--- src/rtl/ps2_host_tx.sv ---
// PS/2 host-to-device transmitter: sends one command byte
// through the open-drain PS2_CLK/PS2_DAT pins and waits for the ACK.
// Ports:
//   clk50, reset        : 50 MHz clock, async active-high reset
//   tx_data/valid/ready : command byte handshake (ready only in IDLE)
//   ps2_clk_in/dat_in   : raw pin levels
//   ps2_clk_oe/dat_oe   : 1 = pull pin low, 0 = release
//   rx_inhibit          : tells the receiver to ignore the lines
//   tx_done/tx_error    : one-cycle completion / abort pulses
//   err_code            : 01 timeout, 10 no ACK (held until next error)
module ps2_host_tx #(
  parameter int INHIBIT_CYCLES   = 6000,
  parameter int TIMEOUT_CYCLES   = 750000,
  parameter int IDLE_WAIT_CYCLES = 2500
) (
  input  logic       clk50,
  input  logic       reset,
  input  logic [7:0] tx_data,
  input  logic       tx_valid,
  output logic       tx_ready,
  input  logic       ps2_clk_in,
  input  logic       ps2_dat_in,
  output logic       ps2_clk_oe,
  output logic       ps2_dat_oe,
  output logic       rx_inhibit,
  output logic       tx_done,
  output logic       tx_error,
  output logic [1:0] err_code
);

  localparam int CNT_MAX =
    (INHIBIT_CYCLES > IDLE_WAIT_CYCLES) ?
    INHIBIT_CYCLES : IDLE_WAIT_CYCLES;
  localparam int CNT_W = $clog2(CNT_MAX + 1);
  localparam int TMO_W = $clog2(TIMEOUT_CYCLES + 1);

  localparam logic [CNT_W-1:0] INH_LAST =
    CNT_W'(INHIBIT_CYCLES - 1);
  localparam logic [CNT_W-1:0] IDL_LAST =
    CNT_W'(IDLE_WAIT_CYCLES - 1);
  localparam logic [TMO_W-1:0] TMO_LAST =
    TMO_W'(TIMEOUT_CYCLES - 1);

  typedef enum logic [2:0] {
    S_IDLE,
    S_INHIBIT,
    S_RTS,
    S_SEND,
    S_ACK,
    S_WAIT_IDLE
  } state_t;

  state_t           r_state;
  logic [7:0]       r_shift;
  logic             r_parity;
  logic [3:0]       r_bit_cnt;
  logic [CNT_W-1:0] r_cnt;
  logic [TMO_W-1:0] r_tmo;

  logic r_clk_meta;
  logic r_clk_s;
  logic r_clk_prev;
  logic r_dat_meta;
  logic r_dat_s;

  logic w_fe;
  logic w_timed;
  logic w_tmo_hit;

  always_ff @(posedge clk50 or posedge reset) begin
    if (reset) begin
      r_clk_meta <= 1'b1;
      r_clk_s    <= 1'b1;
      r_clk_prev <= 1'b1;
      r_dat_meta <= 1'b1;
      r_dat_s    <= 1'b1;
    end else begin
      r_clk_meta <= ps2_clk_in;
      r_clk_s    <= r_clk_meta;
      r_clk_prev <= r_clk_s;
      r_dat_meta <= ps2_dat_in;
      r_dat_s    <= r_dat_meta;
    end
  end

  assign w_fe = r_clk_prev & ~r_clk_s;

  // The timeout window opens when CLK is released and covers the
  // bit transfer, the ACK and the wait for idle lines.
  assign w_timed = (r_state == S_SEND) |
                   (r_state == S_ACK) |
                   (r_state == S_WAIT_IDLE);
  assign w_tmo_hit = w_timed & (r_tmo == TMO_LAST);

  always_ff @(posedge clk50 or posedge reset) begin
    if (reset) begin
      r_state    <= S_IDLE;
      r_shift    <= '0;
      r_parity   <= 1'b0;
      r_bit_cnt  <= '0;
      r_cnt      <= '0;
      r_tmo      <= '0;
      ps2_clk_oe <= 1'b0;
      ps2_dat_oe <= 1'b0;
      tx_ready   <= 1'b1;
      rx_inhibit <= 1'b0;
      tx_done    <= 1'b0;
      tx_error   <= 1'b0;
      err_code   <= 2'b00;
    end else begin
      tx_done  <= 1'b0;
      tx_error <= 1'b0;
      if (w_tmo_hit) begin
        // Timeout beats a falling edge seen in the same cycle.
        ps2_clk_oe <= 1'b0;
        ps2_dat_oe <= 1'b0;
        tx_error   <= 1'b1;
        err_code   <= 2'b01;
        tx_ready   <= 1'b1;
        rx_inhibit <= 1'b0;
        r_state    <= S_IDLE;
      end else begin
        if (w_timed) r_tmo <= r_tmo + 1'b1;
        unique case (r_state)
          S_IDLE: begin
            if (tx_valid) begin
              r_shift    <= tx_data;
              r_parity   <= ~^tx_data;
              r_bit_cnt  <= '0;
              r_cnt      <= '0;
              ps2_clk_oe <= 1'b1;
              ps2_dat_oe <= 1'b0;
              tx_ready   <= 1'b0;
              rx_inhibit <= 1'b1;
              r_state    <= S_INHIBIT;
            end
          end
          S_INHIBIT: begin
            if (r_cnt == INH_LAST) begin
              r_cnt      <= '0;
              ps2_dat_oe <= 1'b1;
              r_state    <= S_RTS;
            end else begin
              r_cnt <= r_cnt + 1'b1;
            end
          end
          S_RTS: begin
            ps2_clk_oe <= 1'b0;
            r_tmo      <= '0;
            r_state    <= S_SEND;
          end
          S_SEND: begin
            if (w_fe) begin
              r_bit_cnt <= r_bit_cnt + 1'b1;
              // Old count 0..7 selects data bit, 8 parity, 9 stop.
              if (r_bit_cnt < 4'd8) begin
                ps2_dat_oe <= ~r_shift[r_bit_cnt[2:0]];
              end else if (r_bit_cnt == 4'd8) begin
                ps2_dat_oe <= ~r_parity;
              end else begin
                ps2_dat_oe <= 1'b0;
                r_state    <= S_ACK;
              end
            end
          end
          S_ACK: begin
            if (w_fe) begin
              if (!r_dat_s) begin
                r_cnt   <= '0;
                r_state <= S_WAIT_IDLE;
              end else begin
                tx_error   <= 1'b1;
                err_code   <= 2'b10;
                tx_ready   <= 1'b1;
                rx_inhibit <= 1'b0;
                r_state    <= S_IDLE;
              end
            end
          end
          S_WAIT_IDLE: begin
            if (r_clk_s & r_dat_s) begin
              if (r_cnt == IDL_LAST) begin
                tx_done    <= 1'b1;
                tx_ready   <= 1'b1;
                rx_inhibit <= 1'b0;
                r_state    <= S_IDLE;
              end else begin
                r_cnt <= r_cnt + 1'b1;
              end
            end else begin
              r_cnt <= '0;
            end
          end
          default: r_state <= S_IDLE;
        endcase
      end
    end
  end

endmodule

--- config.mk ---
export PLATFORM = sky130hd
export DESIGN_NAME = ps2_host_tx
export DESIGN_NICKNAME = d
export VERILOG_FILES = /design/src/rtl/ps2_host_tx.sv
export SDC_FILE = /design/constraint.sdc
export NUM_CORES = 1
export LEC_CHECK = 0
export CAP_MARGIN = 20
export CORE_MARGIN = 3
export CORE_UTILIZATION = 50
export CTS_CLUSTER_DIAMETER = 100
export CTS_CLUSTER_SIZE = 25
export DETAILED_ROUTE_END_ITERATION = 12
export PLACE_DENSITY = 0.69
export SKIP_LAST_GASP = 1
export SYNTH_ARGS = -nofsm -noshare
export SYNTH_HDL_FRONTEND = slang
export SYNTH_SLANG_ARGS = --single-unit
export TNS_END_PERCENT = 50
--- constraint.sdc ---
create_clock -name clk50 -period 3 [get_ports clk50]
set_input_delay 0.45 -clock clk50 [delete_from_list [all_inputs] [get_ports clk50]]
set_output_delay 0.45 -clock clk50 [all_outputs]
set_load 0.01 [all_outputs]
* Word level (Yosys, flattened, before mapping)
Index checks and enable logic that the tools add are counted.
** Cells by class
- Bitwise gates (word level) :: 9
- Mux-type cells :: 59
- Order comparisons :: 2
- Reduce and logical (&&, ||, !) cells :: 20
- Equality and inequality tests :: 23
- $add $sub $neg :: 3
** Operator list (number)
- $mux 13 :: 6
- $pmux 13 s4 :: 1
- $mux 20 :: 2
- $mux 3 :: 10
- $mux 1 :: 27
- $ne 3x3->1 const B :: 8
- $add 20x1->20 const B :: 1
- $eq 20x20->1 const B :: 1
- $pmux 3 s6 :: 1
- $add 13x1->13 const B :: 1
- $eq 13x12->1 const B :: 1
- $eq 13x13->1 const B :: 1
- $reduce_and 6->1 :: 2
- $reduce_bool 4->1 :: 3
- $reduce_bool 2->1 :: 5
- $pmux 1 s3 :: 3
- $mux 2 :: 4
- $mux 4 :: 2
- $ne 2x2->1 const B :: 4
- $pmux 4 s2 :: 1
- $reduce_and 4->1 :: 2
- $reduce_and 8->1 :: 1
- $reduce_xnor 8->1 :: 1
- $eq 3x2->1 const B :: 2
- 16 further kinds :: 26
** Word-level totals
- Word-level logic and storage cells :: 134
- Output and inout port bits :: 8
- Bits in registers :: 62
- Bits of input ports :: 13

* Logic depth before layout (Yosys ltp)
Gate-level depths: netlist (run 1).
- Word-level depth :: 7
- Gate-level depth with buffers :: 8
- Gate-level depth less buffers :: 7

* Least setup slack after synthesis (run 1)
No wires, ideal clock.
- Path type :: flip-flop to flip-flop
- Start :: register r_cnt[9]
- End :: register r_cnt[11]
- Library setup time :: 0.129 ns
- Required time :: 2.871 ns
- Arrival :: 2.476 ns
- Clock period less this slack :: 2.605 ns
- Slack :: 0.395 ns
- Buffers on the path :: 1
- Stages on the path, launching flop included :: 8
- Path through :: dfrtp_1 > or4_1 > or4_1 > or4_4 > o211ai_4 > or2_2 > buf_6 > o21ai_0
** Between the ends
- Cells in the longest elaborated chain, start to end :: 4
- Elaborated cells on any way between the ends :: 9
- Classes of those cells :: add/sub: 1; eq/ne: 3; mux: 4; reduce/logical: 1
** RTL lines
- from (decl) :: RTL line 57 : logic [CNT_W-1:0] r_cnt;
- from (signal assigned) :: RTL line 144 : r_cnt <= r_cnt + 1'b1;
- from (signal assigned) :: RTL line 188 : r_cnt <= r_cnt + 1'b1;
- $add 13x1->13 :: RTL line 144, 188
- $mux 13 :: RTL line 182 : if (r_cnt == IDL_LAST) begin
- $mux 13 :: RTL line 181 : if (r_clk_s & r_dat_s) begin
- $pmux 13 s4 :: RTL line 124 : unique case (r_state)
Parallel ways exist; a longest one is shown, timed or not. The select of a mux whose other input is x is not followed.
A chain may end at the register's enable or synchronous reset.

* Final worst setup path (run 1)
- Start :: register r_cnt[9]
- End :: register rx_inhibit
** Between the ends
- Cells in the longest elaborated chain, start to end :: 3
** RTL lines
- $eq 13x12->1 :: RTL line 182
- $ne 3x2->1 (no source line)
- $reduce_and 6->1 (no source line)
- to (signal assigned) :: RTL line 134 : rx_inhibit <= 1'b1;
- to (signal assigned) :: RTL line 175 : rx_inhibit <= 1'b0;
- to (signal assigned) :: RTL line 185 : rx_inhibit <= 1'b0;
- to (decl) :: RTL line 25 : output logic rx_inhibit,
Every way passes these cells.

==> out/metrics.cfg, run 1 <==
[placement]
io_buffers=20
hpwlAfterDp_mm=4.87
dpl_cell_area_um2=3580
place.gp.congestion=0.904

[detailed_routing]
drt_first_iter_violations=128
post_drt_wl_per_cell_um=14.9
drtAntennaViolNets=0
route.detailed.vias_per_inst=5.71
num_vias=2663
drt-total-wl_mm=6.96
detail_route.drc_violations=0
dr.pass1.iters=4

[final_layout]
nets=403
seq_area_um2=1560
fillerInstances=504
multi_input_gate_area_um2=1590
layout_common_cells=dfrtp_1 (56), nand2_1 (51), nor2_1 (37)
post_route_cells_drive_above_1_share_pct=10.5
area_growth_pct=16.3
layout.cells.most_common=dfrtp_1
layout.cell_area.non_filler_um2=3800
antenna_cells_inserted=0

[worst_setup_path]
timing.critical_path.fanout_max=6
cp_capture_type=flop
cells_on_worst_reg2reg_path=6
regToRegSetupSlack_ns=0.29
timing.critical_path.arrival_ns=2.94
r2r-end=rx_inhibit
startpoint_type=flop
critical_path_class=flop to flop
crit-reg2reg-launch=r_cnt[9]
worst-endpoint-required_ns=3.23

[floorplan]
floorplan.core_area_um2=6130
number_of_top_level_design_ports=21
num_rows=28
die_w_um=86.8
die_area_um2=7540
initial_utilization_pct=53.3
chipHeight_um=86.8

[synth]
ys_seq_elements=62
synth.avg_cell_area_um2=9.15
asyncSetResetFlopFracSynth_pct=100
synth_xor_area_share_pct=6.70
synth.area.mux_share_pct=1.38
synthSimpleGateAreaFrac_pct=26.1
synth.top_cell.area_share_pct=42.9
yosys_warnings=0
synth-main-ff-cell=dfrtp_1
synth_area_leader_cell=dfrtp_1
synthesis.instances=357
synthesis.area_um2=3270
dominant_combinational_cell_family_by_area_after_synthesis=simple AND/OR/NAND/NOR gates
synth-compound-area-share_pct=13.0
post_synth_fa_ha_maj_area_fraction_pct=1.53
ys_types=48
synth_sequential_area_ratio_pct=47.7
number_of_enable_flip_flop_cells_after_synthesis=0
postSynthNetCount=374
post_synth_main_area_contributors=dfrtp_1 (43%), nand2_1 (5.9%), dfstp_2 (4.8%)

[global_routing]
grt_overflow_total=0
grt_pass1_wl_mm=12.4
track_usage_pct=21.0
grt_antenna_before_repair=0
grt_start_max_net_pins=28
first_global_vias=2655

[power_and_ir_drop]
power_leakage_nw=1.65
power_dens_cells_nw_per_um2=775
report.power.total_mw=2.94
power.ir.vdd_worst_v=0.000416

[timing]
layout_min_cycle_time_ns=2.71
timing.final.hold_violations=0
slew_headroom_pct=35.0
part_of_the_cycle_the_worst_path_needs_pct=90.2
finalHoldWorstSlack_ns=0.356
rsz0062_at_grt=false
clock.fmax_mhz=369
finalSetupTns_ns=0
slew_viol_final=0
worst_clock_skew_ns=0.00761
finalSetupViolCount=0
transition_at_the_pin_with_the_smallest_max_transition_slack_ns=0.975

[clock_tree]
worst_setup_hold_path_clk_slew_ns=0.07
post_cts_resize_count=0
worstSkewPairLatency_ns=0.34
tritoncts=yes
cts_htree_levels=3
clock-root-buffer=clkbuf_8
maximum_number_of_buffers_from_clock_root_to_sink=2
cts_made_buffers=9
cts_hold_buffers=0
post_cts_buffers=0
cts.sinks=62

[run]
cap_viol_max_count=0

[status]
status=finished clean

[min_path]
holdCritPathClass=primary input to asynchronous set/reset pin

[registers in the layout, indices dropped and copies added, names as in the netlist, 2 cells and up]
signal	count
r_tmo	20
r_cnt	13
r_shift	8
r_bit_cnt	4
r_state	3
err_code	2
[cells by family after synthesis]
family	count (synthesis)
simple gates	171
compound gates	67
flops	62
buf+inv	26
xor+xnor	25
fa+ha+maj	4
mux	2
[report_power, final]
part / internal [mW] / switching [mW]
logic: 0.434 / 0.597
clock network: 0.475 / 0.314
registers: 0.998 / 0.125
total: 1.91 / 1.04
[how the worst max path moves through the flow]
stage / from / end / cells after the start
detailed placement: r_cnt[9] / r_cnt[9] / 6
finish: r_cnt[9] / rx_inhibit / 6
global placement: r_cnt[9] / r_cnt[11] / 6
global route: r_cnt[9] / r_cnt[6] / 7
CTS: r_cnt[9] / r_cnt[9] / 6
floorplan: r_cnt[9] / r_cnt[11] / 7
[metrics by stage]
stage | setup slack (ns) | std cells | utilization (%)
after floorplan | 0.395 | 357 | -
after global placement | 0.350 | 450 | 58.3
after detailed placement | 0.322 | 450 | 58.3
after CTS | 0.309 | 466 | 61.9
after global routing | 0.205 | 466 | 61.9
final | 0.293 | 466 | 61.9
[synth_stat cells, types with 3 or more instances]
cell type and count:
dfrtp_1 56, nand2_1 51, nor2_1 37, o21ai_0 26, a21oi_1 15, nand3_1 15
xnor2_1 15, inv_1 12, nand4_1 11, xor2_1 10, clkbuf_1 9, nor3_1 9
o31ai_1 9, nand2b_1 8, nor2b_1 7, and3_1 6, dfstp_2 6, and2_1 4
ha_1 4, nor4_1 4, or4_1 4, a31oi_1 3, buf_4 3, nand3b_1 3
o41ai_1 3
[critical path: stages (launching register included)]
cell	delay, ns
dfrtp_1	0.42
or4_1	0.50
or4_1	0.47
or4_4	0.58
a31oi_1	0.31
nand2_1	0.12
a21o_1	0.19
[final cells by class]
type / instances / area share, %
tap: 75 / 2.47
clock buffer: 14 / 4.81
clock inverter: 2 / 0.988
sequential: 62 / 41.1
multi-input combinational: 269 / 41.8
inverter: 12 / 1.19
timing repair buffer: 32 / 7.64
[per-layer routing]
layer  vias up  part of all wire [%]  global-route usage, %
met2        62                    46                   31.3
met5         -                     0                      0
li1       1305                     -                      -
met3        13                   4.0                   4.66
met1      1283                    48                   29.6
met4         0                   1.9                   8.92
Power figures use the tool's default switching activity.
==> run 2, diff against run 1 <==
Settings changed: CORE_MARGIN 3 to 5, DONT_BUFFER_PORTS set to 1, PLACE_DENSITY 0.69 to not set.
Clock period 3 ns to 2.87 ns, I/O delays scaled along.
==> run 2 against run 1 <==
  * Critical path type unchanged
  * Die area grew 9.4%
  * Largest cell class unchanged
  * Setup slack worse by 0.11 ns
  * Clock skew about the same
  * Hold slack lost 0.27 ns
  * Combinational power shrank 5%
  * Highest routed layer unchanged
  * Non-clock buffer count shrank 18
  * Final cell count is 3.4% lower
==> out/metrics.cfg, run 2 (synthesis results as in run 1) <==
[final_layout]
nets=385  ; -4.5%
layout.cells.most_common=dfrtp_1
regMostFlops=r_tmo
final_util_pct=57.2  ; -4.8 points
layout_common_cells=dfrtp_1 (56), nand2_1 (51), nor2_1 (37)
final-instance-count-excl-fill=450  ; -3.4%
post_route_cells_drive_above_1_share_pct=11.3  ; +0.77 points
antenna_cells_inserted=0  ; unchanged
top_regs=r_tmo: 20 flops, r_cnt: 13 flops, r_shift: 8 flops
largest_register_ffs=20  ; unchanged
area_growth_pct=11.2

[detailed_routing]
dr.pass1.iters=4  ; unchanged
drt_first_iter_violations=70  ; -45%
wl_met1_mm=3.28  ; -2.2%
dr.max_layer_used=met4
route.detailed.vias_per_inst=5.73  ; +0.25%
wl_met2_mm=3.14  ; -2.2%
detail_route.drc_violations=0  ; unchanged
drtAntennaViolNets=0  ; unchanged
num_vias=2578  ; -3.2%
drt-total-wl_mm=6.87  ; -1.3%
detailed_routed_wire_length_on_met3_um=355  ; +28%
post_drt_wl_per_cell_um=15.3  ; +2.2%

[clock_tree]
tritoncts=yes
clock-root-buffer=clkbuf_8
cts_made_buffers=9  ; unchanged
cts_htree_levels=3  ; unchanged
post_cts_resize_count=0  ; unchanged
cts.sinks=62  ; unchanged
maximum_number_of_buffers_from_clock_root_to_sink=2  ; unchanged
worstSkewPairLatency_ns=0.34  ; about the same
cts_hold_buffers=1  ; +1
post_cts_buffers=0  ; unchanged
worst_setup_hold_path_clk_slew_ns=0.07  ; about the same

[timing]
layout_min_cycle_time_ns=2.69  ; -0.0207 ns
transition_at_the_pin_with_the_smallest_max_transition_slack_ns=1.01  ; +0.0361 ns
finalSetupViolCount=0  ; unchanged
slew_viol_final=0  ; unchanged
part_of_the_cycle_the_worst_path_needs_pct=93.6  ; +3.4 points
clock.fmax_mhz=372  ; +0.77%
rsz0062_at_grt=false
slew_headroom_pct=32.6  ; -2.4 points
worst_clock_skew_ns=0.00741  ; -0.000203 ns
timing.final.hold_violations=0  ; unchanged
finalHoldWorstSlack_ns=0.0812  ; -0.275 ns
finalSetupTns_ns=0  ; unchanged

[worst_setup_path]
crit-reg2reg-launch=r_cnt[9]
worst_setup_path_startpoint=r_cnt[9]
max_stage_delay_cell_worst_path=or4_4
critical-path-max-stage-delay_ns=0.59  ; about the same
worst-endpoint-required_ns=3.09  ; -0.14 ns
timing.critical_path.arrival_ns=2.90  ; -0.04 ns
worst_setup_path_endpoint=r_cnt[11]
r2r-end=r_cnt[11]
cells_on_worst_reg2reg_path=6  ; unchanged
regToRegSetupSlack_ns=0.18  ; -0.11 ns
critical_path.cell_chain=or4_1 > or4_1 > or4_4 > o211ai_4 > or2_2 > o21ai_0
timing.critical_path.fanout_max=11  ; +5
cpMostUsedCell=or4_1
cp_capture_type=flop
startpoint_type=flop
critical_path_class=flop to flop

[placement]
placedCellCount=433  ; -3.8%
place.gp.congestion=0.830  ; -8.2%
hpwlAfterDp_mm=4.78  ; -1.8%
io_buffers=0  ; -100%

[power_and_ir_drop]
power_leakage_nw=1.59  ; -3.4%
power.ir.vdd_worst_v=0.000475  ; +14%
power_dens_cells_nw_per_um2=841  ; +8.5%
report.power.total_mw=3.05  ; +3.8%

[global_routing]
track_usage_pct=18.5  ; -2.5 points
first_global_vias=2590  ; -2.4%
grt_start_max_net_pins=24  ; -14%
grt_pass1_wl_mm=12.4  ; +0.34%
grt_antenna_before_repair=0  ; unchanged
grt_overflow_total=0  ; unchanged

[floorplan]
die_w_um=90.8  ; +4.6%
die_area_um2=8250  ; +9.4%
initial_utilization_pct=51.4  ; -1.8 points
number_of_top_level_design_ports=21  ; unchanged
num_rows=29  ; +3.6%
chipHeight_um=90.8  ; +4.6%
floorplan.core_area_um2=6350  ; +3.6%

[status]
status=finished clean

[min_path]
holdCritPathClass=primary input to flop
min_delay_path_depth=0

[run]
cap_viol_max_count=0  ; unchanged

run 2: cell count changes in the layout (fill, tap and decap cells not counted), sizes merged:
cell	delta
bufinv	+1
buf	+1
clkinv	+1
clkinvlp	-1
dlygate4sd3	+1
clkbuf	-1
clkdlybuf4s50	-20
run 2: through the flow:
step	setup WS, ns	instance area (um^2)
6_report	0.184	3630
5_1_grt	0.0590	3630
4_1_cts	0.180	3630
3_5_place_dp	0.188	3390
3_3_place_gp	0.196	3390
2_1_floorplan	0.265	3270
run 2: how the worst min path moves through the flow:
stage | from | end | slack, ns
after global routing | ps2_dat_in | r_dat_meta | 0.05
after CTS | ps2_dat_in | r_dat_meta | 0.06
after floorplan | r_clk_meta | r_clk_s | 0.35
after detailed placement | reset | r_shift[6] | 0.35
final | ps2_dat_in | r_dat_meta | 0.08
after global placement | reset | r_tmo[9] | 0.34
run 2: final cells by class:
cell class	count	area (um^2)
inverters	12	45.0
clock inverters	3	65.1
flip-flops and latches	62	1560
clock buffers	13	169
fillers	555	2720
well taps	77	96.3
repair buffers	14	108
multi-input cells	269	1590
run 2: per-layer routing:
metal / up-vias / global-route usage (%)
li1: 1284 / -
met1: 1237 / 24.7
met2: 49 / 28.3
met3: 8 / 6.08
met4: 0 / 6.48
met5: - / 0
run 2: report_power, final:
group | switching, mW | internal [mW] | leakage, nW
registers | 0.146 | 1.04 | 0.814
logic | 0.586 | 0.387 | 0.656
clock network | 0.332 | 0.559 | 0.120
total | 1.06 | 1.99 | 1.59
run 2: critical path: cells and delay by family, from the launching register on:
family,cells,cell delay [ns]
and+or+nand+nor,4,1.83
DFF,1,0.42
AOI/OAI and AO/OA,2,0.31
